[src/rtl/dispatch_router_if.sv]
// Dispatch-queue and reservation-station write-port bundle for dispatch_router.
// The router sits on the slave modport; the queue/RS environment uses master.
interface dispatch_router_if #(
   parameter int DISPATCH_WIDTH = 4,
   parameter int TYPE_NUM       = 4,
   parameter int PORTS_PER_TYPE = 2,
   parameter int DATA_WIDTH     = 64,
   parameter int TYPE_WIDTH     = 2
);
   localparam int NUM_PORTS = TYPE_NUM * PORTS_PER_TYPE;

   logic [DISPATCH_WIDTH-1:0]            dq_valid;
   logic [DISPATCH_WIDTH*TYPE_WIDTH-1:0] dq_type;
   logic [DISPATCH_WIDTH-1:0]            dq_serial;
   logic [DISPATCH_WIDTH*DATA_WIDTH-1:0] dq_data;
   logic [DISPATCH_WIDTH-1:0]            dq_ready;
   logic [NUM_PORTS-1:0]                 rs_valid;
   logic [NUM_PORTS*DATA_WIDTH-1:0]      rs_data;
   logic [NUM_PORTS-1:0]                 rs_ready;

   modport master (
      output dq_valid, dq_type, dq_serial, dq_data, rs_ready,
      input  dq_ready, rs_valid, rs_data
   );

   modport slave (
      input  dq_valid, dq_type, dq_serial, dq_data, rs_ready,
      output dq_ready, rs_valid, rs_data
   );
endinterface

[src/rtl/dispatch_router.sv]
// In-order dispatch stage: accepts the longest dispatchable queue-head prefix and
// routes each entry to a free typed RS write port through a one-cycle register.
module dispatch_router #(
   parameter int DISPATCH_WIDTH  = 4,
   parameter int TYPE_NUM        = 4,
   parameter int PORTS_PER_TYPE  = 2,
   parameter int DATA_WIDTH      = 64,
   parameter int TYPE_WIDTH      = 2,
   parameter int STALL_CNT_WIDTH = 32
) (
   input  logic                       clk,
   input  logic                       a_rst_n,
   input  logic                       flush_i,
   dispatch_router_if.slave           bus,
   output logic [STALL_CNT_WIDTH-1:0] stall_cnt_o
);
   localparam int NUM_PORTS = TYPE_NUM * PORTS_PER_TYPE;

   logic [NUM_PORTS-1:0]                 rs_valid_q, rs_valid_d;
   logic [NUM_PORTS-1:0][DATA_WIDTH-1:0] rs_data_q, rs_data_d;
   logic [STALL_CNT_WIDTH-1:0]           stall_q, stall_d;

   logic [NUM_PORTS-1:0]                 free;
   logic                                 all_drain;
   logic [NUM_PORTS-1:0]                 load_en;
   logic [NUM_PORTS-1:0][DATA_WIDTH-1:0] load_data;
   logic [DISPATCH_WIDTH-1:0]            ready;
   logic                                 blocked;
   logic                                 slot_ok;
   logic [TYPE_WIDTH-1:0]                slot_type;
   int                                   free_cnt [TYPE_NUM];
   int                                   acc_cnt  [TYPE_NUM];
   int                                   rank;

   // NOTE: every variable gets a default at the top of the block so no path
   // leaves it unassigned, which would otherwise infer a latch.
   always_comb begin
      free      = ~rs_valid_q | bus.rs_ready;
      all_drain = &free;
      ready     = '0;
      load_en   = '0;
      load_data = '0;
      blocked   = flush_i;
      slot_ok   = 1'b0;
      slot_type = '0;
      rank      = 0;
      for (int t = 0; t < TYPE_NUM; t++) begin
         acc_cnt[t]  = 0;
         free_cnt[t] = 0;
         for (int p = 0; p < PORTS_PER_TYPE; p++) begin
            if (free[t*PORTS_PER_TYPE + p]) free_cnt[t] = free_cnt[t] + 1;
         end
      end

      for (int i = 0; i < DISPATCH_WIDTH; i++) begin
         slot_type = bus.dq_type[i*TYPE_WIDTH +: TYPE_WIDTH];
         slot_ok   = 1'b0;
         // A serial entry may only leave from the head once every port drains.
         if (!blocked && bus.dq_valid[i] && (!bus.dq_serial[i] || (i == 0 && all_drain))) begin
            for (int t = 0; t < TYPE_NUM; t++) begin
               if (slot_type == TYPE_WIDTH'(t) && acc_cnt[t] < free_cnt[t]) begin
                  slot_ok = 1'b1;
                  rank    = 0;
                  for (int p = 0; p < PORTS_PER_TYPE; p++) begin
                     if (free[t*PORTS_PER_TYPE + p]) begin
                        if (rank == acc_cnt[t]) begin
                           load_en[t*PORTS_PER_TYPE + p]   = 1'b1;
                           load_data[t*PORTS_PER_TYPE + p] = bus.dq_data[i*DATA_WIDTH +: DATA_WIDTH];
                        end
                        rank = rank + 1;
                     end
                  end
                  acc_cnt[t] = acc_cnt[t] + 1;
               end
            end
         end
         if (slot_ok) begin
            ready[i] = 1'b1;
            if (bus.dq_serial[i]) blocked = 1'b1;
         end else begin
            blocked = 1'b1;
         end
      end
   end

   always_comb begin
      rs_valid_d = rs_valid_q;
      rs_data_d  = rs_data_q;
      for (int j = 0; j < NUM_PORTS; j++) begin
         if (flush_i) begin
            rs_valid_d[j] = 1'b0;
         end else if (load_en[j]) begin
            rs_valid_d[j] = 1'b1;
            rs_data_d[j]  = load_data[j];
         end else if (bus.rs_ready[j]) begin
            rs_valid_d[j] = 1'b0;
         end
      end
      stall_d = stall_q;
      if (bus.dq_valid[0] && !flush_i && !ready[0] && stall_q != '1)
         stall_d = stall_q + STALL_CNT_WIDTH'(1);
   end

   // NOTE: state updates use non-blocking assignments so all registers sample
   // their next values from the same pre-edge snapshot.
   always_ff @(posedge clk or negedge a_rst_n) begin
      if (!a_rst_n) begin
         rs_valid_q <= '0;
         rs_data_q  <= '0;
         stall_q    <= '0;
      end else begin
         rs_valid_q <= rs_valid_d;
         rs_data_q  <= rs_data_d;
         stall_q    <= stall_d;
      end
   end

   assign bus.dq_ready = ready;
   assign bus.rs_valid = rs_valid_q;
   assign bus.rs_data  = rs_data_q;
   assign stall_cnt_o  = stall_q;
endmodule

[src/flat_wrapper.sv]
// flat-port wrapper written by rule: the top's interface ports become plain ports
module dispatch_router_flat 
#(
   parameter int DISPATCH_WIDTH  = 4,
   parameter int TYPE_NUM        = 4,
   parameter int PORTS_PER_TYPE  = 2,
   parameter int DATA_WIDTH      = 64,
   parameter int TYPE_WIDTH      = 2,
   parameter int STALL_CNT_WIDTH = 32
)
  (clk, a_rst_n, flush_i, stall_cnt_o, bus_dq_valid, bus_dq_type, bus_dq_serial, bus_dq_data, bus_rs_ready, bus_dq_ready, bus_rs_valid, bus_rs_data);
  dispatch_router_if #(.DISPATCH_WIDTH(DISPATCH_WIDTH), .TYPE_NUM(TYPE_NUM), .PORTS_PER_TYPE(PORTS_PER_TYPE), .DATA_WIDTH(DATA_WIDTH), .TYPE_WIDTH(TYPE_WIDTH)) bus_i ();
  input  logic clk;
  input  logic a_rst_n;
  input  logic flush_i;
  output logic [STALL_CNT_WIDTH-1:0] stall_cnt_o;
  input wire logic [$bits(bus_i.dq_valid)-1:0] bus_dq_valid;
  input wire logic [$bits(bus_i.dq_type)-1:0] bus_dq_type;
  input wire logic [$bits(bus_i.dq_serial)-1:0] bus_dq_serial;
  input wire logic [$bits(bus_i.dq_data)-1:0] bus_dq_data;
  input wire logic [$bits(bus_i.rs_ready)-1:0] bus_rs_ready;
  output wire logic [$bits(bus_i.dq_ready)-1:0] bus_dq_ready;
  output wire logic [$bits(bus_i.rs_valid)-1:0] bus_rs_valid;
  output wire logic [$bits(bus_i.rs_data)-1:0] bus_rs_data;
  assign bus_i.dq_valid = bus_dq_valid;
  assign bus_i.dq_type = bus_dq_type;
  assign bus_i.dq_serial = bus_dq_serial;
  assign bus_i.dq_data = bus_dq_data;
  assign bus_i.rs_ready = bus_rs_ready;
  assign bus_dq_ready = bus_i.dq_ready;
  assign bus_rs_valid = bus_i.rs_valid;
  assign bus_rs_data = bus_i.rs_data;
  dispatch_router #(.DISPATCH_WIDTH(DISPATCH_WIDTH), .TYPE_NUM(TYPE_NUM), .PORTS_PER_TYPE(PORTS_PER_TYPE), .DATA_WIDTH(DATA_WIDTH), .TYPE_WIDTH(TYPE_WIDTH), .STALL_CNT_WIDTH(STALL_CNT_WIDTH)) u_core (.clk(clk), .a_rst_n(a_rst_n), .flush_i(flush_i), .bus(bus_i), .stall_cnt_o(stall_cnt_o));
endmodule
[config.mk]
export PLATFORM = sky130hd
export DESIGN_NAME = dispatch_router_flat
export DESIGN_NICKNAME = d
export VERILOG_FILES = /design/src/rtl/dispatch_router_if.sv /design/src/rtl/dispatch_router.sv /design/src/flat_wrapper.sv
export SDC_FILE = /design/constraint.sdc
export NUM_CORES = 2
export LEC_CHECK = 0
export ABC_AREA = 0
export BUFFER_PORTS_ARGS = -buffer_cell sky130_fd_sc_hd__buf_4
export CAP_MARGIN = 20
export CELL_PAD_IN_SITES_DETAIL_PLACEMENT = 0
export CELL_PAD_IN_SITES_GLOBAL_PLACEMENT = 1
export CORE_AREA = 2 2 326 328
export CTS_CLUSTER_DIAMETER = 40
export DETAILED_ROUTE_END_ITERATION = 10
export DIE_AREA = 0 0 328 330
export HOLD_SLACK_MARGIN = 0.02
export PLACE_DENSITY = 0.77
export SYNTH_ARGS = -nofsm -noshare
export SYNTH_HDL_FRONTEND = slang
export SYNTH_SLANG_ARGS = --single-unit
export TNS_END_PERCENT = 5
[constraint.sdc]
create_clock -name clk -period 8.9 [get_ports clk]
set_clock_uncertainty 0.15 [all_clocks]
set_input_delay 0.89 -clock clk [delete_from_list [all_inputs] [get_ports clk]]
set_output_delay 0.89 -clock clk [all_outputs]
set_load 0.005 [all_outputs]
==> run summary <==
Outcome = completed
Yosys Warn Count = 0
Clock root buffer = clkbuf_16
Post-Syn Area per Cell = 8.51 um^2
Worst-Skew Late Latency = 0.74 ns
Post-CTS setup buffer count = 0
Syn Std Cell Area = 37,000 um^2
Vias per std cell = 6.73
Initial Util = 0.353
Yosys reg bits = 552
Sequential fraction of design power = 0.316
Fin. max-slew vios = 0
Critical path class = register to primary output
Final setup violating endpoints = 0
Max Clock Freq = 0.140 GHz
Via count = 42.7k
Leak Pwr = 0.0224 uW
Setup slack at placement = 1.86 ns
Post-Syn Instances = 4,344
CTS tree = yes
Total power = 10,600 uW
Top_reg_cell synth = dfrtp_1
CTS max path bufs = 3
Maximum vdd drop = 146 uV
Die H = 330 um
Hold Crit Class = input port to register
Die X = 328 um
Nets = 5,145
First-pass GRT wire length = 303,000 um
PwrDens = 219 nW/um^2
GRT overflow = 0
Die area = 108,000 um^2
CTS H-tree depth = 4
Global-route usage over all layers = 0.384
Slew HR = 0.154
Comb power frac = 0.199
Post-synth EDFFs = 0
Tightest Pin Transition = 1.27 ns
Post-synthesis sequential area ratio = 0.374
1st-pass router iterations = 6
Num Clock Sinks = 552
Count of cell types in the netlist = 77
Req. time, crit path = 7.86 ns
Cell internal pwr = 7530 uW
Placeable Area = 105,000 um^2
Clock slew at reported path FFs = 0.05 ns
Post-DP HPWL = 133,000 um
Area grow syn2layout = 31.4%
Layout cells sized above 1 = 0.292
RSZ-0062 raised after global routing = false
Worst EP arrival = 6.11 ns
Total Neg Setup Slack = 0 ns
Post-route clock period utilization = 0.804
Post-CTS Resized = 0
Setup crit end kind = primary output
Max Cap Viol = 0
Final ANT Viol Nets = 0
Antenna violations before repair = 21
Critical-path maximum fanout = 28
# port buffers = 838
Placer Congestion = 0.915
Vias in the first global route = 40.5k
Ports = 839
CTS Buf Count = 130
Switching share of total power = 0.292
Hold Fails Final Rpt = 0
Final Critical Period = 7.15 ns
Detailed Route WL = 217,000 um
Clock network fraction of total power = 0.485
FFs w/ async S/R, synth = 1.00
Net switching power = 3100 uW
Startpoint types = register
DRC = 0
Final worst slack = 1.75 ns
Initial DRC Count = 6,054
Synth Net Count = 4,647
Largest net degree at the start of global routing = 166
Wire per inst = 34.2 um
Row count = 119
-- routing by layer --
layer,routed length (um),track usage,up-vias
li1,-,-,17448
met2,97300,0.595,3428
met4,14200,0.237,14
met1,79900,0.471,21047
met3,25400,0.112,769
met5,89,0,-
-- logic make-up (layout without fill, tap and decap cells) --
kind of cell               count (synthesis)  after routing  share of synthesized area
xor gates and xnor gates                  41             41                     0.0105
buffers and inverters                    602           1204                     0.0654
DFF                                      552            552                      0.374
muxes                                    264            264                     0.0876
AOI/OAI and AO/OA                       1784           1784                      0.322
adders and majority gates                 20             20                    0.00677
other                                      0              8                          0
and+or+nand+nor                         1081           1081                      0.134
-- state kept, by name, summed over array words and instances (netlist names) --
register and cells:
u_core.bus.rs_data 512, u_core.bus.rs_valid 8, u_core.stall_cnt_o 32
-- synth_stat cells (10+ instances only) --
library cell    n  area share
buf_1          62      0.0063
a22o_1         50       0.012
clkbuf_1      428       0.043
buf_2          60      0.0081
a221o_1       220       0.060
dfrtp_1       552        0.37
xnor2_1        31      0.0073
nand2b_1       12      0.0020
nand4_1        18      0.0030
o21ai_1        22      0.0030
a32o_1         60       0.016
a222oi_1       37       0.010
mux2_2        144       0.044
o21ai_0       549       0.074
and3_1        149       0.025
mux2_4         83       0.034
nor3_1        181       0.025
ha_1           20      0.0068
nand2_1       236       0.024
a22oi_1       206       0.042
mux2i_1        37       0.010
nand3_1        24      0.0033
o311ai_0       16      0.0038
a21oi_1       457       0.062
a221oi_1      104       0.025
nor2_1        410       0.042
inv_1          34      0.0035
and2_1         10      0.0017
-- placed cells by master, fill, tap and decap left out, types with 31 or more instances in the layout --
cell / instances
a21oi_1: 455
a221o_1: 220
a221oi_1: 104
a222oi_1: 37
a22o_1: 49
a22oi_1: 204
a32o_1: 60
and3_1: 149
buf_4: 918
clkbuf_16: 135
dfrtp_1: 552
inv_1: 33
mux2_2: 144
mux2_4: 83
mux2i_1: 37
nand2_1: 231
nor2_1: 400
nor3_1: 174
o21ai_0: 549
xnor2_1: 31
-- power by group through the flow --
stage	logic [uW]	registers [uW]	clock network (uW)
CTS	2100	3330	5170
finish	2120	3360	5160
floorplan	822	3230	0
detailed placement	2100	3360	0
global route	2270	3370	5300
global placement	2070	3360	0
-- final timing paths --
path	startpoint	endpoint	slack, ns	depth (start not counted)
max	u_core.bus.rs_valid[6]$_DFFE_PN0P_	bus_dq_ready[3]	1.75	17
max in group asynchronous	a_rst_n	u_core.bus.rs_data[98]$_DFFE_PN0P_	5.78	4
min	bus_dq_data[251]	u_core.bus.rs_data[251]$_DFFE_PN0P_	0.30	3
min reg2reg	u_core.stall_cnt_o[8]$_DFFE_PN0P_	u_core.stall_cnt_o[8]$_DFFE_PN0P_	0.35	1
max reg2reg	u_core.bus.rs_valid[6]$_DFFE_PN0P_	u_core.bus.rs_data[33]$_DFFE_PN0P_	2.21	15
min in group asynchronous	a_rst_n	u_core.bus.rs_data[390]$_DFFE_PN0P_	0.62	2
-- per-stage QoR --
stage | cell area [um^2] | util | instances | hold WS (ns)
after floorplan | 37000 | - | 4344 | 0.330
after global placement | 43800 | 0.418 | 6095 | 0.332
after detailed placement | 43800 | 0.418 | 6096 | 0.347
after CTS | 48400 | 0.463 | 6333 | 0.253
after global routing | 48600 | 0.464 | 6343 | 0.298
final | 48600 | 0.464 | 6345 | 0.303
-- timing repair --
item | CTS | global route
hold buffers | 1 | 0
hold endpoints to repair | 38 | 0
endpoints found under the setup margin | 0 | 0
-- layout make-up --
| class | instances | area, um^2 |
|---|---|---|
| inverters | 39 | 151 |
| well taps | 1391 | 1740 |
| clock buffers | 166 | 3640 |
| repair buffers | 929 | 7130 |
| diodes | 8 | 20.0 |
| flip-flops and latches | 552 | 13800 |
| clock inverters | 70 | 985 |
| fillers | 10248 | 56100 |
| multi-input cells | 3190 | 21100 |
-- critical path, cell delays in order, from the launching register on --
cell      delay (ns)
dfrtp_1         0.40
nand2b_1        0.48
inv_4           0.34
ha_1            0.36
mux2_2          0.30
o22a_1          0.38
nor4_4          0.35
buf_4           0.46
xnor2_1         0.28
inv_1           0.11
ha_1            0.29
inv_1           0.04
mux2i_1         0.17
ha_1            0.26
o31ai_1         0.58
nor2_1          0.23
a21oi_1         0.19
buf_4           0.15
No activity file was read; power rests on OpenSTA's default activity.
